[src/rtl/alu_pkg.sv]
// Shared definitions for the ALU and its sequencer: widths, op codes,
// hold latencies and the sequencer FSM state encoding.
package alu_pkg;

    localparam int DATA_W         = 32;
    localparam int OP_W           = 5;
    localparam int MUL_CYCLES_DEF = 4;
    localparam int DIV_CYCLES_DEF = 16;

    localparam logic [OP_W-1:0] OP_AND = 5'b00000;
    localparam logic [OP_W-1:0] OP_OR  = 5'b00001;
    localparam logic [OP_W-1:0] OP_XOR = 5'b00010;
    localparam logic [OP_W-1:0] OP_ADD = 5'b00011;
    localparam logic [OP_W-1:0] OP_SUB = 5'b00100;
    localparam logic [OP_W-1:0] OP_MUL = 5'b01111;
    localparam logic [OP_W-1:0] OP_DIV = 5'b10000;

    typedef enum logic [1:0] {
        ST_IDLE = 2'd0,
        ST_BUSY = 2'd1,
        ST_RESP = 2'd2
    } seq_state_t;

endpackage

[src/rtl/alu_sequencer_if.sv]
// Two request channels plus one tagged response channel between the
// requesters (master side) and the ALU sequencer (slave side).
interface alu_sequencer_if #(
    parameter int DATA_W = alu_pkg::DATA_W,
    parameter int OP_W   = alu_pkg::OP_W
);
    logic                req0_valid;
    logic                req0_ready;
    logic [DATA_W-1:0]   req0_a;
    logic [DATA_W-1:0]   req0_b;
    logic [OP_W-1:0]     req0_op;

    logic                req1_valid;
    logic                req1_ready;
    logic [DATA_W-1:0]   req1_a;
    logic [DATA_W-1:0]   req1_b;
    logic [OP_W-1:0]     req1_op;

    logic                rsp_valid;
    logic                rsp_ready;
    logic                rsp_id;
    logic [2*DATA_W-1:0] rsp_data;
    logic                rsp_err;
    logic                busy;

    modport master (
        output req0_valid, req0_a, req0_b, req0_op,
        output req1_valid, req1_a, req1_b, req1_op,
        output rsp_ready,
        input  req0_ready, req1_ready,
        input  rsp_valid, rsp_id, rsp_data, rsp_err, busy
    );

    modport slave (
        input  req0_valid, req0_a, req0_b, req0_op,
        input  req1_valid, req1_a, req1_b, req1_op,
        input  rsp_ready,
        output req0_ready, req1_ready,
        output rsp_valid, rsp_id, rsp_data, rsp_err, busy
    );

endinterface

[src/rtl/alu.sv]
// Combinational ALU: 32-bit operands, 64-bit result. DIV returns
// {remainder, quotient}; unknown op codes produce zero.
module alu
    import alu_pkg::*;
#(
    parameter int DATA_W = alu_pkg::DATA_W,
    parameter int OP_W   = alu_pkg::OP_W
) (
    input  logic [DATA_W-1:0]   i_a,
    input  logic [DATA_W-1:0]   i_b,
    input  logic [OP_W-1:0]     i_op,
    output logic [2*DATA_W-1:0] o_c
);

    logic [2*DATA_W-1:0] w_a_ext;
    logic [2*DATA_W-1:0] w_b_ext;

    assign w_a_ext = {{DATA_W{1'b0}}, i_a};
    assign w_b_ext = {{DATA_W{1'b0}}, i_b};

    always_comb begin
        o_c = '0;
        case (i_op)
            OP_AND: o_c = {{DATA_W{1'b0}}, i_a & i_b};
            OP_OR:  o_c = {{DATA_W{1'b0}}, i_a | i_b};
            OP_XOR: o_c = {{DATA_W{1'b0}}, i_a ^ i_b};
            OP_ADD: o_c = {{DATA_W{1'b0}}, i_a + i_b};
            OP_SUB: o_c = {{DATA_W{1'b0}}, i_a - i_b};
            OP_MUL: o_c = w_a_ext * w_b_ext;
            OP_DIV: begin
                // The sequencer overrides this case with its own error result.
                if (i_b == '0) o_c = '1;
                else           o_c = {i_a % i_b, i_a / i_b};
            end
            default: o_c = '0;
        endcase
    end

endmodule

[src/rtl/alu_sequencer.sv]
// Round-robin two-port front end for the combinational ALU: registers the
// operands, holds them for an op-dependent time, returns the tagged result.
module alu_sequencer
    import alu_pkg::*;
#(
    parameter int DATA_W     = alu_pkg::DATA_W,
    parameter int OP_W       = alu_pkg::OP_W,
    parameter int MUL_CYCLES = alu_pkg::MUL_CYCLES_DEF,
    parameter int DIV_CYCLES = alu_pkg::DIV_CYCLES_DEF
) (
    input  logic            clk,
    input  logic            reset_n,
    alu_sequencer_if.slave  bus
);

    // state   | meaning
    // IDLE    | arbitrate; accept one request from port 0 or 1
    // BUSY    | operands held on the ALU, cnt counts down to capture
    // RESP    | response presented, waiting for rsp_ready

    localparam int MAX_CYC = (MUL_CYCLES > DIV_CYCLES) ? MUL_CYCLES : DIV_CYCLES;
    localparam int CNT_W   = $clog2(MAX_CYC + 1);

    seq_state_t          r_state;
    seq_state_t          w_state_nxt;

    logic                r_last_grant;
    logic [CNT_W-1:0]    r_cnt;
    logic [CNT_W-1:0]    w_cnt_nxt;
    logic [DATA_W-1:0]   r_a;
    logic [DATA_W-1:0]   r_b;
    logic [OP_W-1:0]     r_op;
    logic                r_id;
    logic [2*DATA_W-1:0] r_rsp_data;
    logic                r_rsp_err;

    logic                w_any;
    logic                w_win;
    logic                w_accept;
    logic                w_capture;
    logic [DATA_W-1:0]   w_sel_a;
    logic [DATA_W-1:0]   w_sel_b;
    logic [OP_W-1:0]     w_sel_op;
    logic [CNT_W-1:0]    w_lat_m1;
    logic                w_div_zero;
    logic [2*DATA_W-1:0] w_alu_c;

    // On a tie the port that did not win last time is served.
    assign w_any    = bus.req0_valid | bus.req1_valid;
    assign w_win    = (bus.req0_valid & bus.req1_valid) ? ~r_last_grant : bus.req1_valid;
    assign w_sel_a  = w_win ? bus.req1_a  : bus.req0_a;
    assign w_sel_b  = w_win ? bus.req1_b  : bus.req0_b;
    assign w_sel_op = w_win ? bus.req1_op : bus.req0_op;

    always_comb begin
        w_lat_m1 = '0;
        if (w_sel_op == OP_MUL) begin
            w_lat_m1 = CNT_W'(MUL_CYCLES - 1);
        end else if ((w_sel_op == OP_DIV) && (w_sel_b != '0)) begin
            w_lat_m1 = CNT_W'(DIV_CYCLES - 1);
        end
    end

    assign w_div_zero = (r_op == OP_DIV) && (r_b == '0);

    alu #(
        .DATA_W (DATA_W),
        .OP_W   (OP_W)
    ) u_alu (
        .i_a  (r_a),
        .i_b  (r_b),
        .i_op (r_op),
        .o_c  (w_alu_c)
    );

    always_ff @(posedge clk or negedge reset_n) begin
        if (!reset_n) begin
            r_state <= ST_IDLE;
        end else begin
            r_state <= w_state_nxt;
        end
    end

    always_comb begin
        w_state_nxt     = r_state;
        w_cnt_nxt       = r_cnt;
        w_accept        = 1'b0;
        w_capture       = 1'b0;
        bus.req0_ready  = 1'b0;
        bus.req1_ready  = 1'b0;
        bus.rsp_valid   = 1'b0;
        case (r_state)
            ST_IDLE: begin
                if (w_any) begin
                    w_accept       = 1'b1;
                    bus.req0_ready = ~w_win;
                    bus.req1_ready = w_win;
                    w_cnt_nxt      = w_lat_m1;
                    w_state_nxt    = ST_BUSY;
                end
            end
            ST_BUSY: begin
                if (r_cnt == '0) begin
                    w_capture   = 1'b1;
                    w_state_nxt = ST_RESP;
                end else begin
                    w_cnt_nxt = r_cnt - 1'b1;
                end
            end
            ST_RESP: begin
                bus.rsp_valid = 1'b1;
                if (bus.rsp_ready) begin
                    w_state_nxt = ST_IDLE;
                end
            end
            default: w_state_nxt = ST_IDLE;
        endcase
    end

    always_ff @(posedge clk or negedge reset_n) begin
        if (!reset_n) begin
            r_last_grant <= 1'b1;
            r_cnt        <= '0;
            r_a          <= '0;
            r_b          <= '0;
            r_op         <= '0;
            r_id         <= 1'b0;
            r_rsp_data   <= '0;
            r_rsp_err    <= 1'b0;
        end else begin
            r_cnt <= w_cnt_nxt;
            if (w_accept) begin
                r_a          <= w_sel_a;
                r_b          <= w_sel_b;
                r_op         <= w_sel_op;
                r_id         <= w_win;
                r_last_grant <= w_win;
            end
            if (w_capture) begin
                r_rsp_data <= w_div_zero ? '1 : w_alu_c;
                r_rsp_err  <= w_div_zero;
            end
        end
    end

    assign bus.rsp_id   = r_id;
    assign bus.rsp_data = r_rsp_data;
    assign bus.rsp_err  = r_rsp_err;
    assign bus.busy     = (r_state != ST_IDLE);

endmodule

[src/flat_wrapper.sv]
// flat-port wrapper written by rule: the top's interface ports become plain ports
module alu_sequencer_flat import alu_pkg::*;
#(
    parameter int DATA_W     = alu_pkg::DATA_W,
    parameter int OP_W       = alu_pkg::OP_W,
    parameter int MUL_CYCLES = alu_pkg::MUL_CYCLES_DEF,
    parameter int DIV_CYCLES = alu_pkg::DIV_CYCLES_DEF
)
  (clk, reset_n, bus_req0_valid, bus_req0_a, bus_req0_b, bus_req0_op, bus_req1_valid, bus_req1_a, bus_req1_b, bus_req1_op, bus_rsp_ready, bus_req0_ready, bus_req1_ready, bus_rsp_valid, bus_rsp_id, bus_rsp_data, bus_rsp_err, bus_busy);
  alu_sequencer_if #(.DATA_W(DATA_W), .OP_W(OP_W)) bus_i ();
  input  logic clk;
  input  logic reset_n;
  input wire logic [$bits(bus_i.req0_valid)-1:0] bus_req0_valid;
  input wire logic [$bits(bus_i.req0_a)-1:0] bus_req0_a;
  input wire logic [$bits(bus_i.req0_b)-1:0] bus_req0_b;
  input wire logic [$bits(bus_i.req0_op)-1:0] bus_req0_op;
  input wire logic [$bits(bus_i.req1_valid)-1:0] bus_req1_valid;
  input wire logic [$bits(bus_i.req1_a)-1:0] bus_req1_a;
  input wire logic [$bits(bus_i.req1_b)-1:0] bus_req1_b;
  input wire logic [$bits(bus_i.req1_op)-1:0] bus_req1_op;
  input wire logic [$bits(bus_i.rsp_ready)-1:0] bus_rsp_ready;
  output wire logic [$bits(bus_i.req0_ready)-1:0] bus_req0_ready;
  output wire logic [$bits(bus_i.req1_ready)-1:0] bus_req1_ready;
  output wire logic [$bits(bus_i.rsp_valid)-1:0] bus_rsp_valid;
  output wire logic [$bits(bus_i.rsp_id)-1:0] bus_rsp_id;
  output wire logic [$bits(bus_i.rsp_data)-1:0] bus_rsp_data;
  output wire logic [$bits(bus_i.rsp_err)-1:0] bus_rsp_err;
  output wire logic [$bits(bus_i.busy)-1:0] bus_busy;
  assign bus_i.req0_valid = bus_req0_valid;
  assign bus_i.req0_a = bus_req0_a;
  assign bus_i.req0_b = bus_req0_b;
  assign bus_i.req0_op = bus_req0_op;
  assign bus_i.req1_valid = bus_req1_valid;
  assign bus_i.req1_a = bus_req1_a;
  assign bus_i.req1_b = bus_req1_b;
  assign bus_i.req1_op = bus_req1_op;
  assign bus_i.rsp_ready = bus_rsp_ready;
  assign bus_req0_ready = bus_i.req0_ready;
  assign bus_req1_ready = bus_i.req1_ready;
  assign bus_rsp_valid = bus_i.rsp_valid;
  assign bus_rsp_id = bus_i.rsp_id;
  assign bus_rsp_data = bus_i.rsp_data;
  assign bus_rsp_err = bus_i.rsp_err;
  assign bus_busy = bus_i.busy;
  alu_sequencer #(.DATA_W(DATA_W), .OP_W(OP_W), .MUL_CYCLES(MUL_CYCLES), .DIV_CYCLES(DIV_CYCLES)) u_core (.clk(clk), .reset_n(reset_n), .bus(bus_i));
endmodule
[config.mk]
export PLATFORM = sky130hd
export DESIGN_NAME = alu_sequencer_flat
export DESIGN_NICKNAME = d
export VERILOG_FILES = /design/src/rtl/alu_pkg.sv /design/src/rtl/alu_sequencer_if.sv /design/src/rtl/alu.sv /design/src/rtl/alu_sequencer.sv /design/src/flat_wrapper.sv
export SDC_FILE = /design/constraint.sdc
export NUM_CORES = 2
export LEC_CHECK = 0
export ABC_AREA = 1
export BUFFER_PORTS_ARGS = -buffer_cell sky130_fd_sc_hd__buf_2
export CORE_UTILIZATION = 25
export CTS_CLUSTER_DIAMETER = 60
export CTS_CLUSTER_SIZE = 14
export DETAILED_ROUTE_END_ITERATION = 10
export HOLD_SLACK_MARGIN = 0.12
export PLACE_DENSITY = 0.41
export SLEW_MARGIN = 20
export SYNTH_ARGS = -nofsm -noshare
export SYNTH_HDL_FRONTEND = slang
export SYNTH_SLANG_ARGS = --single-unit
[constraint.sdc]
create_clock -name clk -period 161.7 [get_ports clk]
set_input_delay 24.255 -clock clk [delete_from_list [all_inputs] [get_ports clk]]
set_output_delay 24.255 -clock clk [all_outputs]
set_load 0.1 [all_outputs]
[Word level (Yosys, flattened, before mapping)]
Cells that the tools add are included.
Storage, ports and cells
  flip-flop bits (word level): 143
  bits of input ports: 143
  word-level logic and storage cells: 72
  output and inout port bits: 70
Cells by class
  div/mod/pow operators: 2
  equality and inequality tests: 14
  mux-type cells: 25
  add/subtract/negate cells: 3
  reduce and logical (&&, ||, !) cells: 11
  $mul: 1
  bitwise gates (word level): 7
Operators with widths (count)
  64-bit one-hot mux with 7 select lines: 1
  64-bit 2-to-1 mux: 2
  32-bit by 32-bit multiplier with 64-bit output: 1
  32-bit 2-to-1 mux: 2
  32-bit adder: 1
  32-bit bitwise AND: 1
  32-bit by 32-bit divider with 32-bit output: 1
  32-bit logical NOT: 1
  32-bit by 32-bit remainder unit with 32-bit output: 1
  32-bit OR: 1
  32-bit nonzero test: 1
  32-bit subtractor: 1
  32-bit XOR: 1
  5-bit 2-to-1 mux: 3
  5-bit by 2-bit equality test with 1-bit output (second input constant): 2
  5-bit by 4-bit equality test with 1-bit output (second input constant): 2
  5-bit equality test (second input constant): 2
  5-bit logical NOT: 2
  1-bit 2-to-1 mux: 10
  5-bit one-hot mux with 2 select lines: 1
  4-bit 2-to-1 mux: 2
  2-bit 2-to-1 mux: 3
  2-bit one-hot mux with 3 select lines: 1
  3-bit AND reduction: 2
  13 further kinds: 18

[Logic depth before layout (Yosys ltp)]
  depth in word-level cells: 9
  gate-level depth with buffers: 557
  mapped depth without buffers: 549

[Cells and area by module]
Synthesis repeated with hierarchy kept, for this count alone.
Unflattened totals
  cell total of the unflattened synthesis: 10777
  area, all modules: 74505.2 um^2
Modules (own cells, without submodules)
  alu: area an instance 67856.3 um^2, sequential area each 0.0 um^2, instances 1, cells an instance 9999
  alu_sequencer: area an instance 6648.9 um^2, sequential area each 3579.7 um^2, instances 1, cells an instance 778

[Least setup slack after synthesis]
No wires, ideal clock.
  kind: register -> register
  start: register u_core.r_b[0]
  end: register u_core.r_rsp_data[61] (netlist: u_core.bus.rsp_data[61])
  slack: 99222 ps
  data required time: 161580 ps
  clock period less this slack: 62478 ps
  cell stages (with the launch flop): 535
  arrival time: 62359 ps
  setup time: 120 ps
  buffers on the path: 15
  path through: dfrtp_1 inv_1 ha_1 inv_1 nor2_1 nand2_1 nor2_1 nand2_1 nor2_1 nand2_1 nand2_1 nand2_1 nand2_1 ha_1 inv_1 o21bai_1 nand2_2 nand2_1 (+499 left out) o211ai_1 a21oi_1 o21ai_0 a21oi_1 inv_1 a21oi_1 o21bai_1 a21o_1 a21oi_1 o21ai_0 xnor2_1 nand3_1 nand2_1 inv_1 nand2_1 nand2_1 nand2_1 nand2_1
On the way
  cells in the longest elaborated chain, start to end: 4
  elaborated cells on any way between the ends: 7
  classes of those cells: 1 x mul; 1 x div; 3 x mux; 2 x reduce/logical
RTL lines
  from (decl): line alu_sequencer.sv:31  | logic [DATA_W-1:0] r_b;
  from (signal assigned): line alu_sequencer.sv:134  | r_b <= w_sel_b;
  32-bit by 32-bit remainder unit with 32-bit output or 32-bit logical NOT (tied branches): line alu.sv:33, alu.sv:32, alu_sequencer.sv:64
  64-bit 2-to-1 mux: line alu.sv:32  | if (i_b == '0) o_c = '1;
  64-bit one-hot mux with 7 select lines: line alu.sv:23  | case (i_op)
  64-bit 2-to-1 mux *: line alu_sequencer.sv:140  | r_rsp_data <= w_div_zero ? '1 : w_alu_c;
  to (signal assigned): line alu_sequencer.sv:140
  to (decl): line alu_sequencer.sv:34  | logic [2*DATA_W-1:0] r_rsp_data;
Mark *: on every way between the ends. The rest lies on a longest branch, timed or not.
A chain may end at the register's enable or synchronous reset.

[Final worst setup path]
  start: register u_core.r_b[23]
  end: register u_core.r_rsp_data[35] (netlist: u_core.bus.rsp_data[35])
The elaborated chain is that of the path after synthesis.

==> flow_metrics.py <==
metrics = {
    "routing": {
        "dr.pass1.iters": 6,
        "dr.first_iter.drc_count": 4579,
        "post_drt_via_cell_ratio": 4.80,
        "post-route-drc-count": 0,
        "antenna_left": 0,
        "via_count": 69700,
        "routed_wirelength_um": 343000,
        "avgRoutedWirePerCell_um": 23.6,
    },
    "critical_path": {
        "crit_path_max_delay_cell_type": "clkinv_1",
        "critical_path_peak_fanout": 31,
        "timing.critical_path.required_ns": 162.13,
        "reg2regPathDepth": 513,
        "timing.critical_path.arrival_ns": 83.46,
        "timing.critical_path.slowest_cell_delay_ns": 0.76,
        "critPathCaptureType": "register",
        "r2r_start": "u_core.r_b[23]$_DFFE_PN0P_",
        "crit_top_cell": "nand2_1",
        "reg2reg_slack_ns": 78.68,
        "worstReg2RegEnd": "u_core.bus.rsp_data[35]$_DFFE_PN0P_",
        "setup.worst_path.start_class": "register",
        "worstSetupPathType": "reg2reg",
    },
    "yosys": {
        "ys_ff_latch": 143,
        "yosys.cell_types.count": 93,
        "synthCells": 10600,
        "synth_most_common_cell": "nand2_1",
        "synth_ff_type": "dfrtp_1",
        "synth.area.top_cells": "fa_1 (24%), nand2_1 (15%), ha_1 (15%), inv_1 (11%), dfrtp_1 (4.8%)",
        "synth_enable_flop_cells": 0,
        "synthesis.area_per_instance_um2": 6.93,
        "postSynth.asyncResetShare": 1.00,
        "ys_seq_area_frac": 0.0486,
        "synth_top_cell_area_share": 0.244,
        "yosys-top-cells-count": "nand2_1 (2985), inv_1 (2120), fa_1 (898)",
        "synth_top_area_cell": "fa_1",
        "synthesis.yosys.warnings": 0,
        "mappedNetlistArea_um2": 73600,
        "syn_nets": 12600,
    },
    "floorplan": {
        "core_area_um2": 292000,
        "dieWidth_um": 545,
        "die_h_um": 545,
        "fp-row-count": 198,
        "io_pins": 213,
        "design.die.area_um2": 297000,
        "floorplan.initialDensity": 0.252,
    },
    "timing": {
        "period_share": 0.513,
        "tightestPinTransition_ns": 1.11,
        "fin_worst_hold_slack_ns": 0.473,
        "max_freq_mhz": 12.0,
        "grt_setup_unrepaired": "no",
        "final-hold-violation-count": 0,
        "final_period_minus_worst_setup_slack_ns": 83.02,
        "setup_violating_endpoint_count_in_the_final_report": 0,
        "worst_clock_skew_ns": 0.0503,
        "finalSetupTns_ns": 0,
        "maxSlewHeadroom": 0.238,
        "final-max-slew-violation-count": 0,
    },
    "flow_run": {
        "cap_violations": 0,
    },
    "global_route": {
        "number_of_antenna_violations_at_the_first_check_in_global_routing": 17,
        "grt_usage": 0.231,
        "first_global_vias": 72100,
        "grt_overflow": 0,
        "grt_pass1_wl_um": 499000,
        "grt_max_degree": 67,
    },
    "clock_network": {
        "cts_repair_resize_count": 0,
        "cts-root-buf": "clkbuf_16",
        "post_cts_hold_buffer_count": 0,
        "clkLatencyLatePin_ns": 0.58,
        "cts_tree": "done",
        "cts_max_level": 4,
        "cts_setup_buffers": 0,
        "cts.sinks": 143,
        "cts_made_buffers": 25,
        "cts.reportedPaths.clkPinSlew_ns": 0.08,
        "clock_path_buffers": 3,
    },
    "place": {
        "gp_congestion": 0.959,
        "numPortBuffers": 212,
        "place_hpwl_um": 272000,
    },
    "min_path": {
        "min_delay_path_depth": 2,
        "hold_path_end": "u_core.bus.rsp_data[58]$_DFFE_PN0P_",
        "min_from": "u_core.bus.rsp_data[58]$_DFFE_PN0P_",
        "worst_hold_path_type": "reg2reg",
    },
    "cells_and_area": {
        "final_net_count": 12500,
        "fill_cells": 32600,
        "ff_latch_area_um2": 3630,
        "proportion_of_layout_cells_with_a_drive_suffix_above_1": 0.0840,
        "syn_to_final_growth_pct": 7.96,
        "multiInputGateArea_um2": 59700,
    },
    "run_status": {
        "run_status": "completed",
    },
}
final cells by class:
class                           instances  area share
Sequential cell                       143      0.0457
Clock inverter                          5    0.000362
Inverter                             2186       0.103
Tap cell                             3900      0.0614
Clock buffer                           28     0.00827
Timing Repair Buffer                  378      0.0292
Multi-Input combinational cell       7873       0.751
Antenna cell                           10    0.000315
through the flow:
| step | util | cells | area [um^2] | setup WS [ns] |
|---|---|---|---|---|
| floorplan | - | 10600 | 73600 | 99.22 |
| global placement | 0.270 | 14500 | 78700 | 80.66 |
| detailed placement | 0.270 | 14500 | 78700 | 79.38 |
| CTS | 0.272 | 14500 | 79400 | 79.06 |
| global route | 0.272 | 14500 | 79400 | 69.63 |
| finish | 0.272 | 14500 | 79400 | 78.68 |
cells by family (layout without fill, tap and decap cells):
group | after synthesis | count (layout) | synth area share
buffers and inverters | 2605 | 2597 | 0.142
adder cells (fa/ha/maj) | 1790 | 1790 | 0.396
flip-flops | 143 | 143 | 0.0486
AO/OA/AOI/OAI | 1427 | 1427 | 0.118
XOR/XNOR | 436 | 436 | 0.0519
multiplexers | 46 | 46 | 0.00653
AND/OR/NAND/NOR | 4174 | 4174 | 0.237
other | 0 | 10 | 0
flip-flops by register name, indices dropped and copies added (netlist names):
signal	flops
u_core.r_last_grant	1
u_core.r_a	32
u_core.bus.rsp_err	1
u_core.r_cnt	5
u_core.r_b	32
u_core.bus.rsp_id	1
u_core.r_op	5
u_core.r_state	2
u_core.bus.rsp_data	64
how the worst max path moves through the flow:
stage	slack, ns	depth (start not counted)	to	from
after floorplan	99.22	534	u_core.bus.rsp_data[61]$_DFFE_PN0P_	u_core.r_b[0]$_DFFE_PN0P_
after global placement	80.66	511	u_core.bus.rsp_data[35]$_DFFE_PN0P_	u_core.r_b[23]$_DFFE_PN0P_
after detailed placement	79.38	511	u_core.bus.rsp_data[35]$_DFFE_PN0P_	u_core.r_b[23]$_DFFE_PN0P_
after CTS	79.06	512	u_core.bus.rsp_data[35]$_DFFE_PN0P_	u_core.r_b[23]$_DFFE_PN0P_
after global routing	69.63	518	u_core.bus.rsp_data[35]$_DFFE_PN0P_	u_core.r_b[23]$_DFFE_PN0P_
final	78.68	513	u_core.bus.rsp_data[35]$_DFFE_PN0P_	u_core.r_b[23]$_DFFE_PN0P_
placed cells by master (no fill, tap or decap), types with 40 or more instances in the layout:
| cell type | count |
|---|---|
| nand2_1 | 2984 |
| nand3_1 | 329 |
| o21ai_0 | 349 |
| o21bai_1 | 46 |
| xnor2_1 | 135 |
| mux2i_1 | 42 |
| buf_4 | 165 |
| nand3_2 | 40 |
| nor3_1 | 63 |
| a21oi_1 | 556 |
| o21ai_1 | 61 |
| ha_1 | 892 |
| nand2_2 | 78 |
| dfrtp_1 | 102 |
| inv_1 | 2102 |
| o211ai_1 | 59 |
| buf_2 | 211 |
| xor2_1 | 301 |
| fa_1 | 898 |
| inv_2 | 69 |
| nor2_1 | 396 |
| or2_2 | 72 |
| o21ai_2 | 59 |
| nand4_1 | 70 |
worst max-delay path: cells and delay by family (launching register included):
kind,cells,cell delay [ns]
buffers and inverters,67,11.19
AO/OA/AOI/OAI,134,25.25
adder cells (fa/ha/maj),31,9.95
AND/OR/NAND/NOR,278,35.10
flip-flops,1,0.39
multiplexers,1,0.34
XOR/XNOR,2,0.32
per-layer routing:
layer / vias to the layer above / track usage / wire [um]
li1: 32800 / - / -
met1: 34700 / 0.285 / 145000
met2: 1699 / 0.410 / 168000
met3: 423 / 0.0163 / 12300
met4: 4 / 0.103 / 17500
met5: - / 0 / 24
Power is not shown: default switching activity piles up to over one toggle a cycle in this logic, so the estimate is an artifact.
